[src/rtl/l2todr_req_arb_pkg.sv]
// Shared L2-to-directory request/snack types and widths.
// nid is the lowest field of both payloads so nid[0] is always bit 0.
package l2todr_req_arb_pkg;

    localparam int NID_W   = 5;
    localparam int CMD_W   = 3;
    localparam int PADDR_W = 40;
    localparam int SNACK_W = 4;
    localparam int LINE_W  = 32;

    typedef struct packed {
        logic [PADDR_W-1:0] paddr;
        logic [CMD_W-1:0]   cmd;
        logic [NID_W-1:0]   nid;
    } I_l2todr_req_type;

    typedef struct packed {
        logic [LINE_W-1:0]  line;
        logic [SNACK_W-1:0] snack;
        logic [NID_W-1:0]   nid;
    } I_drtol2_snack_type;

    localparam int REQ_W       = $bits(I_l2todr_req_type);
    localparam int SNACK_PKT_W = $bits(I_drtol2_snack_type);

    typedef enum logic {
        GNT_L2    = 1'b0,
        GNT_L2TLB = 1'b1
    } grant_e;

endpackage

[src/rtl/l2todr_req_fifo2.sv]
// Two-entry valid/retry FIFO; input retry depends only on the registered count.
module l2todr_req_fifo2 #(
    parameter int WIDTH = 8
) (
    input  logic             clk,
    input  logic             reset,
    input  logic             in_valid,
    output logic             in_retry,
    input  logic [WIDTH-1:0] in_data,
    output logic             out_valid,
    input  logic             out_retry,
    output logic [WIDTH-1:0] out_data
);

    logic [1:0]       count;
    logic             rd_ptr;
    logic             wr_ptr;
    logic [WIDTH-1:0] mem [2];
    logic             push;
    logic             pop;

    assign in_retry  = (count == 2'd2);
    assign out_valid = (count != 2'd0);
    assign out_data  = mem[rd_ptr];
    assign push      = in_valid && !in_retry;
    assign pop       = out_valid && !out_retry;

    always_ff @(posedge clk or posedge reset) begin
        if (reset) begin
            count  <= 2'd0;
            rd_ptr <= 1'b0;
            wr_ptr <= 1'b0;
        end else begin
            if (push) wr_ptr <= ~wr_ptr;
            if (pop)  rd_ptr <= ~rd_ptr;
            case ({push, pop})
                2'b10:   count <= count + 2'd1;
                2'b01:   count <= count - 2'd1;
                default: count <= count;
            endcase
        end
    end

    // Storage carries no reset; out_valid masks stale entries.
    always_ff @(posedge clk) begin
        if (push) mem[wr_ptr] <= in_data;
    end

endmodule

[src/rtl/l2todr_req_arb.sv]
// Round-robin merge of L2 and L2TLB requests toward the directory, plus
// nid-parity demux of directory snacks back to the two requesters.
module l2todr_req_arb
    import l2todr_req_arb_pkg::*;
(
    input  logic                   clk,
    input  logic                   reset,

    input  logic                   l2_req_valid,
    output logic                   l2_req_retry,
    input  logic [REQ_W-1:0]       l2_req,

    input  logic                   l2tlb_req_valid,
    output logic                   l2tlb_req_retry,
    input  logic [REQ_W-1:0]       l2tlb_req,

    output logic                   l2todr_req_valid,
    input  logic                   l2todr_req_retry,
    output logic [REQ_W-1:0]       l2todr_req,

    input  logic                   drtol2_snack_valid,
    output logic                   drtol2_snack_retry,
    input  logic [SNACK_PKT_W-1:0] drtol2_snack,

    output logic                   l2_snack_valid,
    input  logic                   l2_snack_retry,
    output logic [SNACK_PKT_W-1:0] l2_snack,

    output logic                   l2tlb_snack_valid,
    input  logic                   l2tlb_snack_retry,
    output logic [SNACK_PKT_W-1:0] l2tlb_snack
);

    grant_e           last_grant;
    logic             fifo_full;
    logic             both_valid;
    logic             l2_wins;
    logic             tlb_wins;
    logic             grant_l2;
    logic             grant_tlb;
    logic             push_valid;
    logic [REQ_W-1:0] push_data;
    logic             snack_to_tlb;

    always_comb begin
        both_valid = l2_req_valid && l2tlb_req_valid;
        // On a tie the requester granted last time yields.
        l2_wins    = !(both_valid && (last_grant == GNT_L2));
        tlb_wins   = !(both_valid && (last_grant == GNT_L2TLB));
        grant_l2   = l2_req_valid && !fifo_full && l2_wins;
        grant_tlb  = l2tlb_req_valid && !fifo_full && tlb_wins;
        push_valid = grant_l2 || grant_tlb;
        push_data  = grant_l2 ? l2_req : l2tlb_req;
        l2_req_retry    = !reset && (fifo_full || !l2_wins);
        l2tlb_req_retry = !reset && (fifo_full || !tlb_wins);
    end

    always_ff @(posedge clk or posedge reset) begin
        if (reset) begin
            last_grant <= GNT_L2TLB;
        end else if (grant_l2) begin
            last_grant <= GNT_L2;
        end else if (grant_tlb) begin
            last_grant <= GNT_L2TLB;
        end
    end

    l2todr_req_fifo2 #(
        .WIDTH (REQ_W)
    ) u_fifo (
        .clk       (clk),
        .reset     (reset),
        .in_valid  (push_valid),
        .in_retry  (fifo_full),
        .in_data   (push_data),
        .out_valid (l2todr_req_valid),
        .out_retry (l2todr_req_retry),
        .out_data  (l2todr_req)
    );

    // nid is the lowest payload field, so bit 0 is nid[0].
    assign snack_to_tlb       = drtol2_snack[0];
    assign l2_snack_valid     = drtol2_snack_valid && !snack_to_tlb;
    assign l2tlb_snack_valid  = drtol2_snack_valid && snack_to_tlb;
    assign drtol2_snack_retry = snack_to_tlb ? l2tlb_snack_retry : l2_snack_retry;
    assign l2_snack           = drtol2_snack;
    assign l2tlb_snack        = drtol2_snack;

endmodule

[config.mk]
export PLATFORM = sky130hd
export DESIGN_NAME = l2todr_req_arb
export DESIGN_NICKNAME = d
export VERILOG_FILES = /design/src/rtl/l2todr_req_arb_pkg.sv /design/src/rtl/l2todr_req_fifo2.sv /design/src/rtl/l2todr_req_arb.sv
export SDC_FILE = /design/constraint.sdc
export NUM_CORES = 1
export LEC_CHECK = 0
export ABC_AREA = 1
export CAP_MARGIN = 10
export CORE_ASPECT_RATIO = 1.1
export CORE_MARGIN = 3
export CORE_UTILIZATION = 35
export DETAILED_ROUTE_END_ITERATION = 10
export PLACE_DENSITY = 0.78
export SLEW_MARGIN = 20
export SYNTH_ARGS = -nofsm -noshare
export SYNTH_HDL_FRONTEND = slang
export SYNTH_SLANG_ARGS = --single-unit
[constraint.sdc]
create_clock -name clk -period 3.8 [get_ports clk]
set_input_delay 0.57 -clock clk [delete_from_list [all_inputs] [get_ports clk]]
set_output_delay 0.57 -clock clk [all_outputs]
set_load 0.01 [all_outputs]
==> metrics.md <==
| Metric | Value |
|---|---|
| Die H | `132.6 um` |
| Avg Inst Size Synth | `9.492 sq um` |
| Final setup viols | `0` |
| Clock Tree Buf Depth | `2` |
| ANT cells | `0` |
| CP max stage delay | `660 ps` |
| Post-DR vias/cell | `4.636` |
| Via count | `3,704` |
| Fin crit period | `2803 ps` |
| Tcrit/Tclk final | `73.77%` |
| Iter 0 DRT Violations | `123` |
| Leak | `0.002759 uW` |
| Number of nets with antenna violations after routing | `0` |
| Most frequent cells in the layout | `nand2_1 (249), clkdlybuf4s50_1 (160), edfxtp_1 (96), nand3_1 (51), inv_1 (10)` |
| Clk slew on worst S/H paths | `70 ps` |
| Psw | `1759 uW` |
| Arrival time of the worst setup path | `2230 ps` |
| WL/cell | `15.98 um` |
| Drt first pass iters | `4` |
| Setup TNS Final | `0 ps` |
| Clk root buf | `clkbuf_16` |
| Peak supply drop | `0.0004289 V` |
| Slew Viols, Final | `0` |
| Min-delay worst type | `register to register` |
| DP HPWL | `8.659 mm` |
| Clk pwr share | `18.6%` |
| Initial core utilization | `36.36%` |
| Most common cell after layout, fill and taps aside | `nand2_1` |
| DRC violations left | `0` |
| Routed Wire Length | `12.77 mm` |
| Status | `finished clean` |
| Die area | `0.01605 sq mm` |
| CP Max Fanout | `49` |
| PostCTS Resize Cnt | `0` |
| Worst slew pin tran | `906.2 ps` |
| Crit path capture type | `primary output` |
| Routability cong. | `0.7402` |
| Final hold vios | `0` |
| Cell area after synthesis | `0.005097 sq mm` |
| Gr usage total | `15.34%` |
| CTS tree | `built` |
| First-pass GRT wire length | `18.94 mm` |
| Seq pwr share | `37.6%` |
| Slew HR | `39.50%` |
| Total grt overflow | `0` |
| Fraction of layout instances using a drive strength above 1 | `5.237%` |
| Layout area overhead | `29.26%` |
| RSZ-0062 raised after global routing | `false` |
| Vias in the first global route | `3,651` |
| Synth Instances | `537` |
| Cell variety after synth | `22` |
| Yosys reg bits | `101` |
| WHS | `493.3 ps` |
| Largest net degree at the start of global routing | `50` |
| H-tree depth | `3` |
| R2R Setup Slk | `1740 ps` |
| WS Path Type | `register to primary output` |
| Comb pwr share | `43.8%` |
| CTS sink cnt | `101` |
| Row Count | `45` |
| Worst path required time | `3230 ps` |
| Fmax | `356.7 MHz` |
| Core area | `0.01402 sq mm` |
| CTS Hold Bufs | `0` |
| CTS Buf Count | `9` |
| Initial antenna violation count | `0` |
| Nets | `754` |
| P_int | `3329 uW` |
| Max-Cap Viols | `0` |
| Post-synth net total | `683` |
| Top Ports | `281` |
| Yosys warns | `0` |
| Most numerous cell on the critical path | `nand2_1` |
| Post-CTS Setup Inserts | `0` |
| Die width | `121.1 um` |
| Critical Path Slowest Stage Cell | `inv_2` |
| Buffers on Ports | `160` |
| Seq/Total Area, Yosys | `59.03%` |
| Fin Clk Skew | `6.841 ps` |
| Worst-path cell chain | `inv_2, nand2_1, nand2_1, clkdlybuf4s50_1` |
| Clk_lat worst skew | `340 ps` |
| Switching Share | `34.58%` |
| Startpoint Class | `register` |
| Pwr dens | `772.2 mW/mm^2` |
[synth_stat cells]
master / n / area (sq um)
a21boi_2: 1 / 11.26
a21oi_1: 2 / 10.01
buf_1: 1 / 3.750
buf_2: 9 / 45.04
buf_4: 87 / 653.1
clkbuf_1: 10 / 37.54
dfrtp_1: 4 / 100.1
dfstp_2: 1 / 26.28
edfxtp_1: 96 / 2883
ha_1: 1 / 12.51
inv_1: 12 / 45.04
inv_2: 1 / 3.750
mux2_2: 1 / 11.26
nand2_1: 249 / 934.7
nand2_2: 1 / 6.260
nand3_1: 53 / 265.3
nand4_1: 1 / 6.260
nor2_1: 2 / 7.510
o211ai_1: 1 / 7.510
o21ai_0: 2 / 10.01
xnor2_1: 1 / 8.760
xor2_1: 1 / 8.760
[per-layer routing]
layer,track usage (%),up-vias,part of all wire [%]
li1,-,1805,-
met1,16.35,1703,36
met2,26.88,139,51
met3,4.617,57,8.3
met4,8.375,0,3.9
met5,0,-,0
[flip-flops by register name, summed over array words and instances, names as in the netlist]
register and cells:
u_fifo.mem 96, u_fifo.count 2, last_grant 1, u_fifo.rd_ptr 1
u_fifo.wr_ptr 1
[cell families (layout without fill, tap and decap cells)]
family	after synthesis	in the layout	share of synthesized area, %
simple gates	306	306	23.93
buf+inv	120	194	15.46
flops	101	101	59.03
compound gates	6	6	0.7610
xor+xnor	2	2	0.3437
fa+ha+maj	1	1	0.2454
mux	1	1	0.2209
[path summary, 6_finish.rpt]
path	start	to	cells past startpoint
min in group asynchronous	reset	u_fifo.wr_ptr	2
max reg2reg	last_grant	u_fifo.mem[0][15]	7
max in group asynchronous	reset	last_grant	2
max	u_fifo.rd_ptr	l2todr_req[16]	4
min reg2reg	u_fifo.wr_ptr	u_fifo.wr_ptr	2
min	u_fifo.wr_ptr	u_fifo.wr_ptr	2
[power by group through the flow]
stage               clock network, uW  registers (uW)  logic, uW
global placement                    0            1910       2240
floorplan                           0            1930       1180
global route                     1010            1950       2450
CTS                               959            1910       2290
finish                            947            1910       2230
detailed placement                  0            1940       2280
[layout make-up]
| cell class | count | area (sq um) |
|---|---|---|
| clock buffers | 9 | 225.2 |
| clock inverters | 5 | 77.57 |
| fillers | 1282 | 7431 |
| inverters | 13 | 48.80 |
| multi-input cells | 316 | 1325 |
| flip-flops and latches | 101 | 3010 |
| well taps | 188 | 235.2 |
| repair buffers | 167 | 1667 |
[metrics by stage]
step	util, %	setup WS [ps]	instance area (sq um)	instances	total power [uW]
floorplan	-	610.8	5097	537	3112
global placement	44.84	1188	6286	785	4152
detailed placement	44.84	1144	6286	785	4214
CTS	47.00	934.4	6589	799	5158
global route	47.00	809.1	6589	799	5410
finish	47.00	996.9	6589	799	5088
[worst max-delay path: cells and delay by family (launching register included)]
kind	cells	cell delay [ps]
AND/OR/NAND/NOR	2	200
buffers and inverters	2	1280
flip-flops	1	400
Note: power is estimated with default switching activity, not from simulation.
